`src/rtl/axi_pkg.sv`:
```
// Shared AXI encodings, engine state type and transfer-size helper
// used by the burst master and its segment calculator.
package axi_pkg;

    localparam logic [1:0] BURST_FIXED = 2'b00;
    localparam logic [1:0] BURST_INCR  = 2'b01;
    localparam logic [1:0] BURST_WRAP  = 2'b10;

    localparam logic [1:0] RESP_OKAY   = 2'b00;
    localparam logic [1:0] RESP_EXOKAY = 2'b01;
    localparam logic [1:0] RESP_SLVERR = 2'b10;
    localparam logic [1:0] RESP_DECERR = 2'b11;

    typedef enum logic [2:0] {
        ST_IDLE = 3'd0,
        ST_ADDR = 3'd1,
        ST_DATA = 3'd2,
        ST_RESP = 3'd3,
        ST_DONE = 3'd4
    } eng_state_t;

    function automatic logic [2:0] size_from_width(input int width);
        return 3'($clog2(width / 8));
    endfunction

endpackage

```
`src/rtl/axi_burst_split.sv`:
```
// Combinational segment calculator: beats for the next INCR burst
// (bounded by remaining, MAX_BURST and the 4 KB page) and the follow-on address.
module axi_burst_split
    import axi_pkg::*;
#(
    parameter int ADDR_W    = 32,
    parameter int DATA_W    = 32,
    parameter int LEN_W     = 12,
    parameter int MAX_BURST = 256
) (
    input  logic [ADDR_W-1:0] addr,
    input  logic [LEN_W-1:0]  remaining,
    output logic [8:0]        seg,
    output logic [7:0]        axlen,
    output logic [ADDR_W-1:0] next_addr,
    output logic [LEN_W-1:0]  next_remaining
);

    localparam int SZ = int'(size_from_width(DATA_W));
    localparam int CW = (LEN_W > 13) ? LEN_W : 13;

    logic [12:0]   page_beats;
    logic [CW-1:0] rem_w;
    logic [CW-1:0] page_w;
    logic [CW-1:0] max_w;
    logic [CW-1:0] seg_w;

    always_comb begin
        page_beats = (13'd4096 - {1'b0, addr[11:0]}) >> SZ;
        rem_w      = CW'(remaining);
        page_w     = CW'(page_beats);
        max_w      = CW'(MAX_BURST);
        seg_w      = rem_w;
        if (max_w < seg_w) seg_w = max_w;
        if (page_w < seg_w) seg_w = page_w;
        seg            = seg_w[8:0];
        axlen          = 8'(seg_w - 1'b1);
        next_addr      = addr + (ADDR_W'(seg) << SZ);
        next_remaining = remaining - LEN_W'(seg);
    end

endmodule

```
`src/rtl/axi_burst_master.sv`:
```
// AXI4 master with independent read and write engines that split a user
// transfer into INCR bursts and report completion and sticky error status.
//
// state   | meaning
// IDLE    | waiting for a request with non-zero length
// ADDR    | AxVALID asserted for the current segment
// DATA    | read beats (RREADY) or write beats (WVALID) of the segment
// RESP    | write only: BREADY, waiting for the segment response
// DONE    | one-cycle completion pulse
module axi_burst_master
    import axi_pkg::*;
#(
    parameter int ADDR_W    = 32,
    parameter int DATA_W    = 32,
    parameter int ID_W      = 4,
    parameter int LEN_W     = 12,
    parameter int MAX_BURST = 256,
    parameter int RD_ID     = 0,
    parameter int WR_ID     = 0
) (
    input  logic                ACLK,
    input  logic                ARESETn,
    output logic [ID_W-1:0]     AWID,
    output logic [ADDR_W-1:0]   AWADDR,
    output logic [7:0]          AWLEN,
    output logic [2:0]          AWSIZE,
    output logic [1:0]          AWBURST,
    output logic                AWVALID,
    input  logic                AWREADY,
    output logic [DATA_W-1:0]   WDATA,
    output logic [DATA_W/8-1:0] WSTRB,
    output logic                WLAST,
    output logic                WVALID,
    input  logic                WREADY,
    input  logic [ID_W-1:0]     BID,
    input  logic [1:0]          BRESP,
    input  logic                BVALID,
    output logic                BREADY,
    output logic [ID_W-1:0]     ARID,
    output logic [ADDR_W-1:0]   ARADDR,
    output logic [7:0]          ARLEN,
    output logic [2:0]          ARSIZE,
    output logic [1:0]          ARBURST,
    output logic                ARVALID,
    input  logic                ARREADY,
    input  logic [ID_W-1:0]     RID,
    input  logic [DATA_W-1:0]   RDATA,
    input  logic [1:0]          RRESP,
    input  logic                RLAST,
    input  logic                RVALID,
    output logic                RREADY,
    input  logic                rd_req,
    input  logic [ADDR_W-1:0]   rd_addr,
    input  logic [LEN_W-1:0]    rd_len,
    output logic [DATA_W-1:0]   rd_data,
    output logic                rd_data_en,
    output logic                rd_last,
    output logic                rd_busy,
    output logic                rd_done,
    output logic                rd_err,
    input  logic                wr_req,
    input  logic [ADDR_W-1:0]   wr_addr,
    input  logic [LEN_W-1:0]    wr_len,
    input  logic [DATA_W-1:0]   wr_data,
    output logic                wr_data_en,
    output logic                wr_last,
    output logic                wr_busy,
    output logic                wr_done,
    output logic                wr_err
);

    localparam logic [2:0] AX_SIZE = size_from_width(DATA_W);
    localparam int         SZ      = int'(AX_SIZE);

    eng_state_t          rd_state, rd_state_nxt;
    eng_state_t          wr_state, wr_state_nxt;
    logic [ADDR_W-1:0]   rd_cur_addr, wr_cur_addr;
    logic [LEN_W-1:0]    rd_rem, wr_rem;
    logic [8:0]          rd_beats, wr_beats;
    logic [8:0]          rd_seg, wr_seg;
    logic [ADDR_W-1:0]   rd_next_addr, wr_next_addr;
    logic [LEN_W-1:0]    rd_next_rem, wr_next_rem;
    logic                rd_start, wr_start;
    logic                unused_inputs;

    assign unused_inputs = ^{RID, BID, rd_addr[SZ-1:0], wr_addr[SZ-1:0]};

    axi_burst_split #(.ADDR_W(ADDR_W), .DATA_W(DATA_W), .LEN_W(LEN_W), .MAX_BURST(MAX_BURST)) u_rd_split (
        .addr(rd_cur_addr), .remaining(rd_rem), .seg(rd_seg), .axlen(ARLEN),
        .next_addr(rd_next_addr), .next_remaining(rd_next_rem)
    );

    axi_burst_split #(.ADDR_W(ADDR_W), .DATA_W(DATA_W), .LEN_W(LEN_W), .MAX_BURST(MAX_BURST)) u_wr_split (
        .addr(wr_cur_addr), .remaining(wr_rem), .seg(wr_seg), .axlen(AWLEN),
        .next_addr(wr_next_addr), .next_remaining(wr_next_rem)
    );

    assign ARID    = ID_W'(RD_ID);
    assign ARADDR  = rd_cur_addr;
    assign ARSIZE  = AX_SIZE;
    assign ARBURST = BURST_INCR;
    assign AWID    = ID_W'(WR_ID);
    assign AWADDR  = wr_cur_addr;
    assign AWSIZE  = AX_SIZE;
    assign AWBURST = BURST_INCR;
    assign WDATA   = wr_data;
    assign WSTRB   = '1;

    assign rd_start   = (rd_state == ST_IDLE) && rd_req && (rd_len != '0);
    assign wr_start   = (wr_state == ST_IDLE) && wr_req && (wr_len != '0);
    assign rd_data    = RDATA;
    assign rd_data_en = RVALID & RREADY;
    assign rd_last    = rd_data_en && (rd_rem == '0) && (rd_beats == 9'd1);
    assign rd_busy    = (rd_state != ST_IDLE);
    assign rd_done    = (rd_state == ST_DONE);
    assign wr_data_en = WVALID & WREADY;
    assign wr_last    = wr_data_en && WLAST && (wr_rem == '0);
    assign wr_busy    = (wr_state != ST_IDLE);
    assign wr_done    = (wr_state == ST_DONE);

    always_ff @(posedge ACLK or negedge ARESETn) begin
        if (!ARESETn) begin
            rd_state <= ST_IDLE;
            wr_state <= ST_IDLE;
        end else begin
            rd_state <= rd_state_nxt;
            wr_state <= wr_state_nxt;
        end
    end

    always_comb begin
        rd_state_nxt = rd_state;
        ARVALID      = 1'b0;
        RREADY       = 1'b0;
        case (rd_state)
            ST_IDLE: if (rd_start) rd_state_nxt = ST_ADDR;
            ST_ADDR: begin
                ARVALID = 1'b1;
                if (ARREADY) rd_state_nxt = ST_DATA;
            end
            ST_DATA: begin
                RREADY = 1'b1;
                if (RVALID && RLAST) rd_state_nxt = (rd_rem != '0) ? ST_ADDR : ST_DONE;
            end
            default: rd_state_nxt = ST_IDLE;
        endcase
    end

    always_comb begin
        wr_state_nxt = wr_state;
        AWVALID      = 1'b0;
        WVALID       = 1'b0;
        WLAST        = 1'b0;
        BREADY       = 1'b0;
        case (wr_state)
            ST_IDLE: if (wr_start) wr_state_nxt = ST_ADDR;
            ST_ADDR: begin
                AWVALID = 1'b1;
                if (AWREADY) wr_state_nxt = ST_DATA;
            end
            ST_DATA: begin
                WVALID = 1'b1;
                WLAST  = (wr_beats == 9'd1);
                if (WREADY && (wr_beats == 9'd1)) wr_state_nxt = ST_RESP;
            end
            ST_RESP: begin
                BREADY = 1'b1;
                if (BVALID) wr_state_nxt = (wr_rem != '0) ? ST_ADDR : ST_DONE;
            end
            default: wr_state_nxt = ST_IDLE;
        endcase
    end

    // Address/remaining advance at the address handshake, so during DATA
    // they already describe what is left after the current segment.
    always_ff @(posedge ACLK or negedge ARESETn) begin
        if (!ARESETn) begin
            rd_cur_addr <= '0;
            rd_rem      <= '0;
            rd_beats    <= '0;
            rd_err      <= 1'b0;
        end else if (rd_start) begin
            rd_cur_addr <= {rd_addr[ADDR_W-1:SZ], {SZ{1'b0}}};
            rd_rem      <= rd_len;
            rd_err      <= 1'b0;
        end else if ((rd_state == ST_ADDR) && ARREADY) begin
            rd_cur_addr <= rd_next_addr;
            rd_rem      <= rd_next_rem;
            rd_beats    <= rd_seg;
        end else if (rd_data_en) begin
            rd_beats <= rd_beats - 9'd1;
            if (RRESP != RESP_OKAY) rd_err <= 1'b1;
        end
    end

    always_ff @(posedge ACLK or negedge ARESETn) begin
        if (!ARESETn) begin
            wr_cur_addr <= '0;
            wr_rem      <= '0;
            wr_beats    <= '0;
            wr_err      <= 1'b0;
        end else if (wr_start) begin
            wr_cur_addr <= {wr_addr[ADDR_W-1:SZ], {SZ{1'b0}}};
            wr_rem      <= wr_len;
            wr_err      <= 1'b0;
        end else if ((wr_state == ST_ADDR) && AWREADY) begin
            wr_cur_addr <= wr_next_addr;
            wr_rem      <= wr_next_rem;
            wr_beats    <= wr_seg;
        end else if (wr_data_en) begin
            wr_beats <= wr_beats - 9'd1;
        end else if ((wr_state == ST_RESP) && BVALID && (BRESP != RESP_OKAY)) begin
            wr_err <= 1'b1;
        end
    end

endmodule

```
`config.mk`:
```
export PLATFORM = sky130hd
export DESIGN_NAME = axi_burst_master
export DESIGN_NICKNAME = d
export VERILOG_FILES = /design/src/rtl/axi_pkg.sv /design/src/rtl/axi_burst_split.sv /design/src/rtl/axi_burst_master.sv
export SDC_FILE = /design/constraint.sdc
export NUM_CORES = 1
export LEC_CHECK = 0
export ABC_AREA = 1
export BUFFER_PORTS_ARGS = -buffer_cell sky130_fd_sc_hd__buf_4
export CAP_MARGIN = 20
export CORE_ASPECT_RATIO = 1.5
export CORE_MARGIN = 2
export CORE_UTILIZATION = 52
export DETAILED_ROUTE_END_ITERATION = 12
export GPL_TIMING_DRIVEN = 1
export PLACE_DENSITY = 0.85
export RECOVER_POWER = 25
export SYNTH_ARGS = -nofsm -noshare
export SYNTH_HDL_FRONTEND = slang
export SYNTH_SLANG_ARGS = --single-unit
```
`constraint.sdc`:
```
create_clock -name ACLK -period 7.1 [get_ports ACLK]
set_input_delay 1.065 -clock ACLK [delete_from_list [all_inputs] [get_ports ACLK]]
set_output_delay 1.065 -clock ACLK [all_outputs]
set_load 0.05 [all_outputs]
```
-- Word-level counts from Yosys, hierarchy flattened
Index checks and enable logic that the tools add are counted.
- bitwise logic cells: 4
- shift operators: 0
- $mul: 0
- divide/modulo/power cells: 0
- equality and inequality tests: 19
- muxes and demuxes: 41
- add/subtract/negate cells: 10
- reductions and logical operators: 39
- $lt $le $gt $ge: 4
- operators with widths (cell ; number):
    $mux 32 ; 4
    $mux 12 ; 6
    $add 32x11->32 ; 2
    $mux 9 ; 6
    $reduce_bool 12->1 ; 4
    $mux 3 ; 9
    $sub 13x12->13 const A ; 2
    $logic_not 12->1 ; 2
    $lt 11x12->1 ; 2
    $lt 9x12->1 const A ; 2
    $sub 12x9->12 ; 2
    $eq 9x1->1 const B ; 2
    $ne 2x2->1 const B ; 9
    $reduce_bool 2->1 ; 9
    $sub 9x1->9 const B ; 2
    $sub 8x1->8 const B ; 2
    $logic_and 1x1->1 ; 14
    $mux 1 ; 14
    $pmux 3 s4 ; 1
    $eq 3x2->1 const B ; 3
    $pmux 3 s3 ; 1
    $reduce_and 3->1 ; 3
    $eq 3x1->1 const B ; 2
    $eq 3x3->1 const B ; 2
    other kinds (7) ; 12
- RAM bits: 0
- bits in latches: 0
- output and inout bits: 182
- bits in read-only memories: 0
- register bits after elaboration: 114
- logic and storage cells: 127
- input port bits: 174
- memories kept: 0

-- Depth between registers and ports, before layout
Gate-level depths: netlist of run 1.
- word-level depth: 7
- gate-level depth with buffers: 38

-- By module
Synthesis of run 1 repeated with hierarchy kept, for this count alone.
- cell total of the unflattened synthesis: 1624
- area total of the unflattened synthesis: 11298.3 um2
- modules (own cells, without submodules) (module ; instances ; cells each ; area each (um2)):
    axi_burst_master ; 1 ; 868 ; 6729.0
    axi_burst_split (u_rd_split) ; 1 ; 377 ; 2299.7
    axi_burst_split (u_wr_split) ; 1 ; 379 ; 2269.7

-- Worst setup path before layout of run 1
Ideal clock, no wire load.
- path kind: register -> output
- from: reg wr_cur_addr[3] (netlist: AWADDR[3])
- to: out AWLEN[6]
- path buffers: 0
- arrival: 4675 ps
- required time: 6035 ps
- cell stages (with the launch flop): 20
- setup slack: 1360 ps
- path through: dfrtp_1 -> inv_1 -> ha_1 -> nand2_1 -> nor2_1 -> inv_1 -> nor3_1 -> nor3b_1 -> xor2_1 -> ha_1 -> nand2_1 -> o21ai_0 -> a21oi_1 -> nand2_2 -> o21ai_0 -> inv_1 -> ha_1 -> nand4_1 -> nor3_1 -> xor2_1
- cells in the longest elaborated chain, start to end: 4
- RTL lines (what ; line ; source):
    from (decl) ; axi_burst_master.sv:77 ; logic [ADDR_W-1:0] rd_cur_addr, wr_cur_addr;
    from (signal assigned) ; axi_burst_master.sv:203 ; wr_cur_addr <= {wr_addr[ADDR_W-1:SZ], {SZ{1'b0}}};
    from (signal assigned) ; axi_burst_master.sv:207 ; wr_cur_addr <= wr_next_addr;
    $sub 13x12->13 (*) ; axi_burst_split.sv:29 ; page_beats = (13'd4096 - {1'b0, addr[11:0]}) >> SZ;
    $lt 11x12->1 ; axi_burst_split.sv:35 ; if (page_w < seg_w) seg_w = page_w;
    $mux 9 (*) ; axi_burst_split.sv:35 ;
    $sub 8x1->8 (*) ; axi_burst_split.sv:37 ; axlen = 8'(seg_w - 1'b1);
    to (decl) ; axi_burst_master.sv:25 ; output logic [7:0] AWLEN,
Every way passes the cells marked *; elsewhere a longest branch is shown, timed or not.

-- Worst setup path after layout of run 1
- from: reg wr_cur_addr[3] (netlist: AWADDR[3])
- to: reg wr_cur_addr[30] (netlist: AWADDR[30])
- cells in the longest elaborated chain, start to end: 6
- RTL lines (what ; line ; source):
    $sub 13x12->13 ; axi_burst_split.sv:29 ;
    $lt 11x12->1 ; axi_burst_split.sv:35 ;
    $mux 9 ; axi_burst_split.sv:35 ;
    $add 32x11->32 (*) ; axi_burst_split.sv:38 ; next_addr = addr + (ADDR_W'(seg) << SZ);
    $mux 32 (*) ; axi_burst_master.sv:206 ; end else if ((wr_state == ST_ADDR) && AWREADY) begin
    $mux 32 (*) ; axi_burst_master.sv:202 ; end else if (wr_start) begin
Every way passes the cells marked *; elsewhere a longest branch is shown, timed or not. The select of a mux whose other input is x is not followed.
A chain may end at the register's enable or synchronous reset.

==> results of run 1 <==
worst register-to-register path, delay by kind of cell (launching register included):
family                   cells  cell delay, ps
AND/OR/NAND/NOR             23            3170
XOR/XNOR                     2             310
adder cells (fa/ha/maj)      4            1070
buffers and inverters        4             430
AO/OA/AOI/OAI                4             560
flip-flops                   1             430
per-stage QoR:
step	hold WS, ps	std cells	instance area (um^2)
after floorplan	453.0	1586	10450
after global placement	459.0	1927	11480
after detailed placement	460.1	1927	11480
after CTS	479.7	1943	11770
after global routing	503.6	1943	11690
final	472.1	1943	11690
kinds of logic (layout without fill, tap and decap cells):
| group | after synthesis | count (layout) | share of synthesized area, % |
|---|---|---|---|
| xor gates and xnor gates | 70 | 70 | 5.929 |
| AOI/OAI and AO/OA | 205 | 205 | 11.98 |
| and+or+nand+nor | 771 | 771 | 32.31 |
| DFF | 110 | 110 | 26.62 |
| other | 2 | 30 | 0.07262 |
| adders and majority gates | 61 | 61 | 7.453 |
| buffers and inverters | 339 | 436 | 15.64 |
state kept, by name, summed over array words and instances (netlist names):
register  count
rd_state      3
AWADDR       30
wr_beats      9
wr_rem       12
wr_err        1
rd_beats      9
rd_rem       12
wr_state      3
rd_err        1
ARADDR       30
per-layer routing:
metal  share of wire, %  wire length (um)
met1                 36             11200
met2                 52             16290
met3                5.7              1798
met4                6.7              2102
met5                  0                 0
final cells by class:
cell class	instances	area, um^2	share of cell area [%]
Sequential cell	110	2753	23.55
Clock inverter	7	61.31	0.5246
Multi-Input combinational cell	1137	6081	52.03
Tap cell	260	325.3	2.784
Timing Repair Buffer	199	1411	12.08
Inverter	221	829.5	7.099
Clock buffer	9	225.2	1.927
worst paths after layout:
| kind | start | end | slack (ps) | cells after the start |
|---|---|---|---|---|
| worst max-delay path | AWADDR[3]$_DFFE_PN0N_ | AWADDR[30]$_DFFE_PN0N_ | 1110 | 37 |
| worst min-delay path | rd_err$_DFFE_PN0P_ | rd_err$_DFFE_PN0P_ | 470 | 2 |
| worst max register to register | AWADDR[3]$_DFFE_PN0N_ | AWADDR[30]$_DFFE_PN0N_ | 1110 | 37 |
| worst min register to register | rd_err$_DFFE_PN0P_ | rd_err$_DFFE_PN0P_ | 470 | 2 |
| max in group asynchronous | ARESETn | rd_rem[7]$_DFFE_PN0P_ | 3290 | 2 |
| min in group asynchronous | ARESETn | AWADDR[18]$_DFFE_PN0N_ | 1700 | 1 |
layout by cell type (no fill, tap or decap), types with 3 or more instances in the layout:
| cell | instances |
|---|---|
| buf_4 | 176 |
| nor3_2 | 3 |
| o21ai_0 | 81 |
| o21ai_1 | 5 |
| o21bai_1 | 8 |
| clkinv_1 | 4 |
| nand4_1 | 23 |
| inv_8 | 3 |
| nor4b_1 | 3 |
| nand2_2 | 16 |
| nor2_1 | 118 |
| ha_1 | 60 |
| o211ai_1 | 23 |
| nor2_2 | 4 |
| o22ai_1 | 4 |
| a21oi_1 | 51 |
| a31oi_1 | 4 |
| clkbuf_16 | 9 |
| xnor2_1 | 22 |
| nor4_1 | 16 |
| o221ai_1 | 14 |
| clkbuf_1 | 22 |
| or2_0 | 3 |
| inv_1 | 214 |
| nor3_1 | 39 |
| inv_2 | 3 |
| dfrtp_1 | 110 |
| nand3_2 | 5 |
| conb_1 | 30 |
| nand2_4 | 3 |
| xor2_1 | 48 |
| nand3_1 | 106 |
| nand2_1 | 423 |
| nand3b_1 | 3 |
| a211oi_1 | 3 |
==> impl_results.md, run 1 <==
* Result of the run: complete, but fails checks
* Violations in the final reports: capacitance limit, slew limit
* Overall via count from detail_route at approximately 11000
* Fill cell total of the finished layout at about 1900
* Number of inserted diodes at 0
* Async S/R FF share, synth at 100.0%
* Max-Slew Margin vs Limit at -107.8%
* Number of buffers added by the clock tree synthesis step at 9
* Final worst-path cycle share at a little over four fifths
* Antenna violations before repair at 0
* Start-to-end type of the worst setup path: flop to flop
* Clock tree sinks at 110
* Maximum clock insertion buffer count at 2
* Number of detailed-route iterations in the first pass at 5
* Final Hold Viols at 0
* Worst path top cell family by delay: simple AND/OR/NAND/NOR gates
* Avg WL per Cell at roughly 16 um
* Std-Cell Rows at 63
* Buffer count from post-CTS setup fixing at 0
* Data arrival time of the worst path at between 6000 and 7000 ps
* Grt total ovfl at 0
* Class of the worst hold path: flop to flop
* Layout cell share with drive strength beyond 1 at around 14%
* Floorplan die area at 21050 um^2
* Final Core Density at around 60%
* Estimated wirelength of the detail-placed design at roughly 25000 um
* Worst-margin pin slew at 3116 ps
* Global-route wire length before repair at approximately 51000 um
* Count of flip-flops with a built-in enable after synthesis at 0
* Achievable clock frequency at between 0.15 and 0.2 GHz
* Met3 usage at between 4 and 5%
* Antenna Nets Post-Route at 0
* Clock root cell: clkbuf_16
* Place WS at ~1200 ps
* Synthesized area per cell at around 6.6 um^2
* Cell mode on critical path: nand2_1
* First DRT Iteration DRCs at around 590
* Vias in the first global route at 10630
* Die H at roughly 180 um
* Busiest layer in global routing: met2
* Global placer's final weighted congestion at between 1 and 1.5
* Number of port buffers at 189
* Met1 track utilization from global routing at a little over 30%
* Number of maximum-capacitance violations at 1
* Data required time of the worst path at between 7000 and 8000 ps
* Final layout net count at 1913
* Max-slew violation count at 54
* Clock latency on the worst-skew pair at 370 ps
* Area added between synthesis and finish at 13.01%
* Setup ws final at ~1100 ps
* Cell accounting for the most synthesized area: dfrtp_1
* Count of final setup violators at 0
* Biggest area contributors in the synthesized netlist: dfrtp_1, nand2_1, inv_1
* Register area share after synthesis at 26.62%
* GR Util All Layers at between 30% and 40%
* Top Ports at 356
* RSZ-0062 raised after global routing: false
* Sum of negative setup slack at 0 ps
* Count of instances resized after the clock tree is built at 0
* Most frequently used flop master after synthesis: dfrtp_1
* Min Clock Period, post-route at between 5000 and 6000 ps
* Depth of the CTS H-tree at 3
* Highest-delay cell along the critical path: dfrtp_1
* Share of Yosys cell area claimed by the top area cell type at approximately a quarter
* Number of storage elements in the synthesis netlist at 110
* Pin count of the biggest net entering global routing at 59
* Core region area at 19630 um^2
* Largest fanout on the critical path at 7
* Most used standard cell by instance count after synthesis: nand2_1
* Cell area after technology mapping at just over 10000 um^2
* Vias per Instance at about 5.5
* Met2 usage in global routing at a little under three fifths
* Count of buffering cells on the critical path with inverters included at 4
* DIE WIDTH at 119.1 um
* Crit. End Element: flop
* Top post-synthesis cells by count: nand2_1, inv_1, nor2_1
* Effective utilization at floorplan at 52.69%
* Clock transition at path regs at 90 ps
* Final wirelength at between 30000 and 40000 um
* TritonCTS clock tree: built
* Kind of launch point of the worst setup path: flop
* Number of warnings issued by yosys at 0
* Hold-fix buffers, CTS at 0
* Post-Syn Instances at around 1600
* Worst setup skew after layout at approximately 16 ps
* Drc violations at 0
* Slowest Stage Delay on Critical Path at about 430 ps
* Distinct cell type count after synthesis at 48
Power of run 1 is left out: the tool's default activity adds up to more than one toggle a clock period on the data nets, which glitch-free logic cannot reach.
==> run 2, diff against run 1 <==
- ABC_AREA: 1 -> 0
- CORE_UTILIZATION: 52 -> 46
- PLACE_DENSITY: 0.85 -> 0.82
- clock period: 7.1 -> 5.3 ns (I/O delays scaled with it)
==> impl_results.md, run 2 <==
* Result of the run: complete, but fails checks
* Violations in the final reports: capacitance limit, slew limit
* Crit. End Element: output port
* Final layout net count at between 1500 and 2000
* Vias in the first global route at about 9800
* Most used standard cell by instance count after synthesis: nand2_1
* Clock latency on the worst-skew pair at roughly 370 ps
* Register area share after synthesis at between 20% and 30%
* Top post-synthesis cells by count: nand2_1, dfrtp_1, o21ai_0
* Clock root cell: clkbuf_16
* Number of warnings issued by yosys at 0
* Number of port buffers at between 150 and 200
* Cell accounting for the most synthesized area: dfrtp_1
* Post-Syn Instances at between 1000 and 1500
* Share of Yosys cell area claimed by the top area cell type at between 20 and 30%
* Core region area at 20260 um^2
* Global placer's final weighted congestion at 0.9439
* Data required time of the worst path at between 4000 and 5000 ps
* Worst hold-check slack at approximately 500 ps
* Depth of the CTS H-tree at 3
* Start-to-end type of the worst setup path: flop to output port
* Worst-margin pin slew at around 2500 ps
* Setup ws final at approximately 170 ps
* Place WS at -35.00 ps
* Std-Cell Rows at 64
* Largest fanout on the critical path at 9
* Overall via count from detail_route at 9772
* Antenna violations before repair at 0
* Layout cell share with drive strength beyond 1 at 26.40%
* Achievable clock frequency at 0.1948 GHz
* Die H at 179.7 um
* Biggest area contributors in the synthesized netlist: dfrtp_1, ha_1, buf_4
* Vias per Instance at between 5 and 6
* Sequential cell area at 2761 um^2
* Kind of launch point of the worst setup path: flop
* Count of flip-flops with a built-in enable after synthesis at 0
* Commonest non-fill, non-tap cells in the layout: buf_4, nand2_1, o21ai_0
* Multi-input gate area in the final layout at roughly 6000 um^2
* Number of maximum-capacitance violations at 3
* TritonCTS clock tree: built
* Number of buffers added by the clock tree synthesis step at 9
* Clock transition at path regs at ~90 ps
* Pin count of the biggest net entering global routing at 77
* Maximum clock insertion buffer count at 2
* Count of final setup violators at 0
* Floorplan die area at roughly 22000 um^2
* Avg WL per Cell at about 19 um
* Antenna Nets Post-Route at 0
* Min Clock Period, post-route at about 5100 ps
* Worst setup skew after layout at ~12 ps
* Top Ports at approximately 360
* Most frequently used flop master after synthesis: dfrtp_1
* Estimated wirelength of the detail-placed design at 23800 um
* Number of storage elements in the synthesis netlist at between 100 and 150
* GR Util All Layers at approximately 28%
* DIE WIDTH at around 120 um
* Effective utilization at floorplan at 46.73%
* Class of the worst hold path: flop to flop
* Synthesized area per cell at 7.942 um^2
* Cell area after technology mapping at 9467 um^2
* Fill cell total of the finished layout at about 1800
* Grt total ovfl at 0
* First DRT Iteration DRCs at about 570
* Final worst-path cycle share at between 90% and 100%
* Number of detailed-route iterations in the first pass at 5
* Hold-fix buffers, CTS at 0
* Global-route wire length before repair at a little under 50000 um
* Max-slew violation count at ~120
* Number of inserted diodes at 0
* Async S/R FF share, synth at 100.0%
* Final Hold Viols at 0
* Final wirelength at 31190 um
* Clock tree sinks at 110
* Distinct cell type count after synthesis at about 70
* RSZ-0062 raised after global routing: true
* Max-Slew Margin vs Limit at -68.08%
* Final Core Density at approximately three fifths
* Register-to-Register Setup Slack at 260 ps
* Data arrival time of the worst path at between 4000 and 5000 ps
* Area added between synthesis and finish at 24.95%
* Drc violations at 0
* Most common cell after layout, fill and taps aside: buf_4
==> run 2: cell count changes in the layout (fill, tap and decap cells not counted), sizes merged, moves of 13 or more <==
| cell | before | now |
|---|---|---|
| nand2 | 442 | 154 |
| buf | 176 | 290 |
| clkbuf | 32 | 13 |
| a31oi | 4 | 17 |
| inv | 222 | 69 |
| xnor2 | 22 | 47 |
| a22oi | 0 | 30 |
| and3 | 1 | 16 |
| o21ai | 88 | 114 |
| nand3 | 111 | 38 |
| and2 | 0 | 14 |
| nor2 | 122 | 67 |
==> run 2: what timing repair did <==
item                       4_1_cts  5_1_grt
setup buffers                    0        9
resized for setup                2       37
pin swaps                        0       17
gates cloned                     0        1
setup endpoints to repair        7       35
==> run 2: kinds of logic (layout without fill, tap and decap cells) <==
logic type	Yosys count	in the layout	synth area share, %
multiplexers	6	6	0.6609
other	2	30	0.07933
buffers and inverters	200	374	11.62
AND/OR/NAND/NOR	409	409	20.74
flip-flops	110	110	29.08
XOR/XNOR	88	88	8.142
AO/OA/AOI/OAI	316	316	21.54
adder cells (fa/ha/maj)	61	61	8.142
==> run 2: layout make-up <==
class                      instances  share of cell area (%)
timing repair buffer             294                   18.88
clock inverter                     7                  0.8251
sequential                       110                   23.34
tap                              264                   2.792
multi-input combinational        910                   50.22
clock buffer                       9                   1.904
inverter                          64                   2.031
==> run 2: per-layer routing <==
metal  routed length, um  track usage (%)  vias up
li1                    -                -     4539
met2               16050            50.70      460
met4                2295            19.22        0
met3                1962            5.044      144
met1               10880            28.26     4629
met5                   0                0        -
==> run 2: worst paths after layout <==
| check | to | depth (start not counted) | start |
|---|---|---|---|
| min in group asynchronous | ARADDR[10]$_DFFE_PN0P_ | 1 | ARESETn |
| worst max register to register | AWADDR[14]$_DFFE_PN0N_ | 27 | wr_rem[3]$_DFFE_PN0N_ |
| max in group asynchronous | rd_rem[9]$_DFFE_PN0P_ | 2 | ARESETn |
| worst min register to register | rd_state[0]$_DFFE_PN0P_ | 1 | rd_state[2]$_DFFE_PN0P_ |
| worst max-delay path | AWLEN[7] | 19 | wr_rem[3]$_DFFE_PN0N_ |
| worst min-delay path | rd_state[0]$_DFFE_PN0P_ | 1 | rd_state[2]$_DFFE_PN0P_ |
==> run 2: through the flow <==
step	instances	setup TNS, ps	area (um^2)
floorplan	1220	0	9653
global placement	1631	0	11270
detailed placement	1631	-80.50	11270
CTS	1647	0	11600
global route	1658	-244.2	11830
finish	1658	0	11830
==> run 2: critical path, cell delays in order (launching register included) <==
cell and delay, ps:
dfrtp_1 430, nor4_4 350, a21boi_2 100, nor2_1 130, buf_4 160, and2_1 160
inv_1 50, ha_1 270, nand4_1 120, a211oi_2 310, o22ai_2 150, nand2_4 150
buf_6 150, nor2_1 50, a31oi_1 210, inv_2 150, nor3_1 290, nor3b_1 320
xnor2_1 190, buf_4 240
Power of run 2 is left out for the same reason.
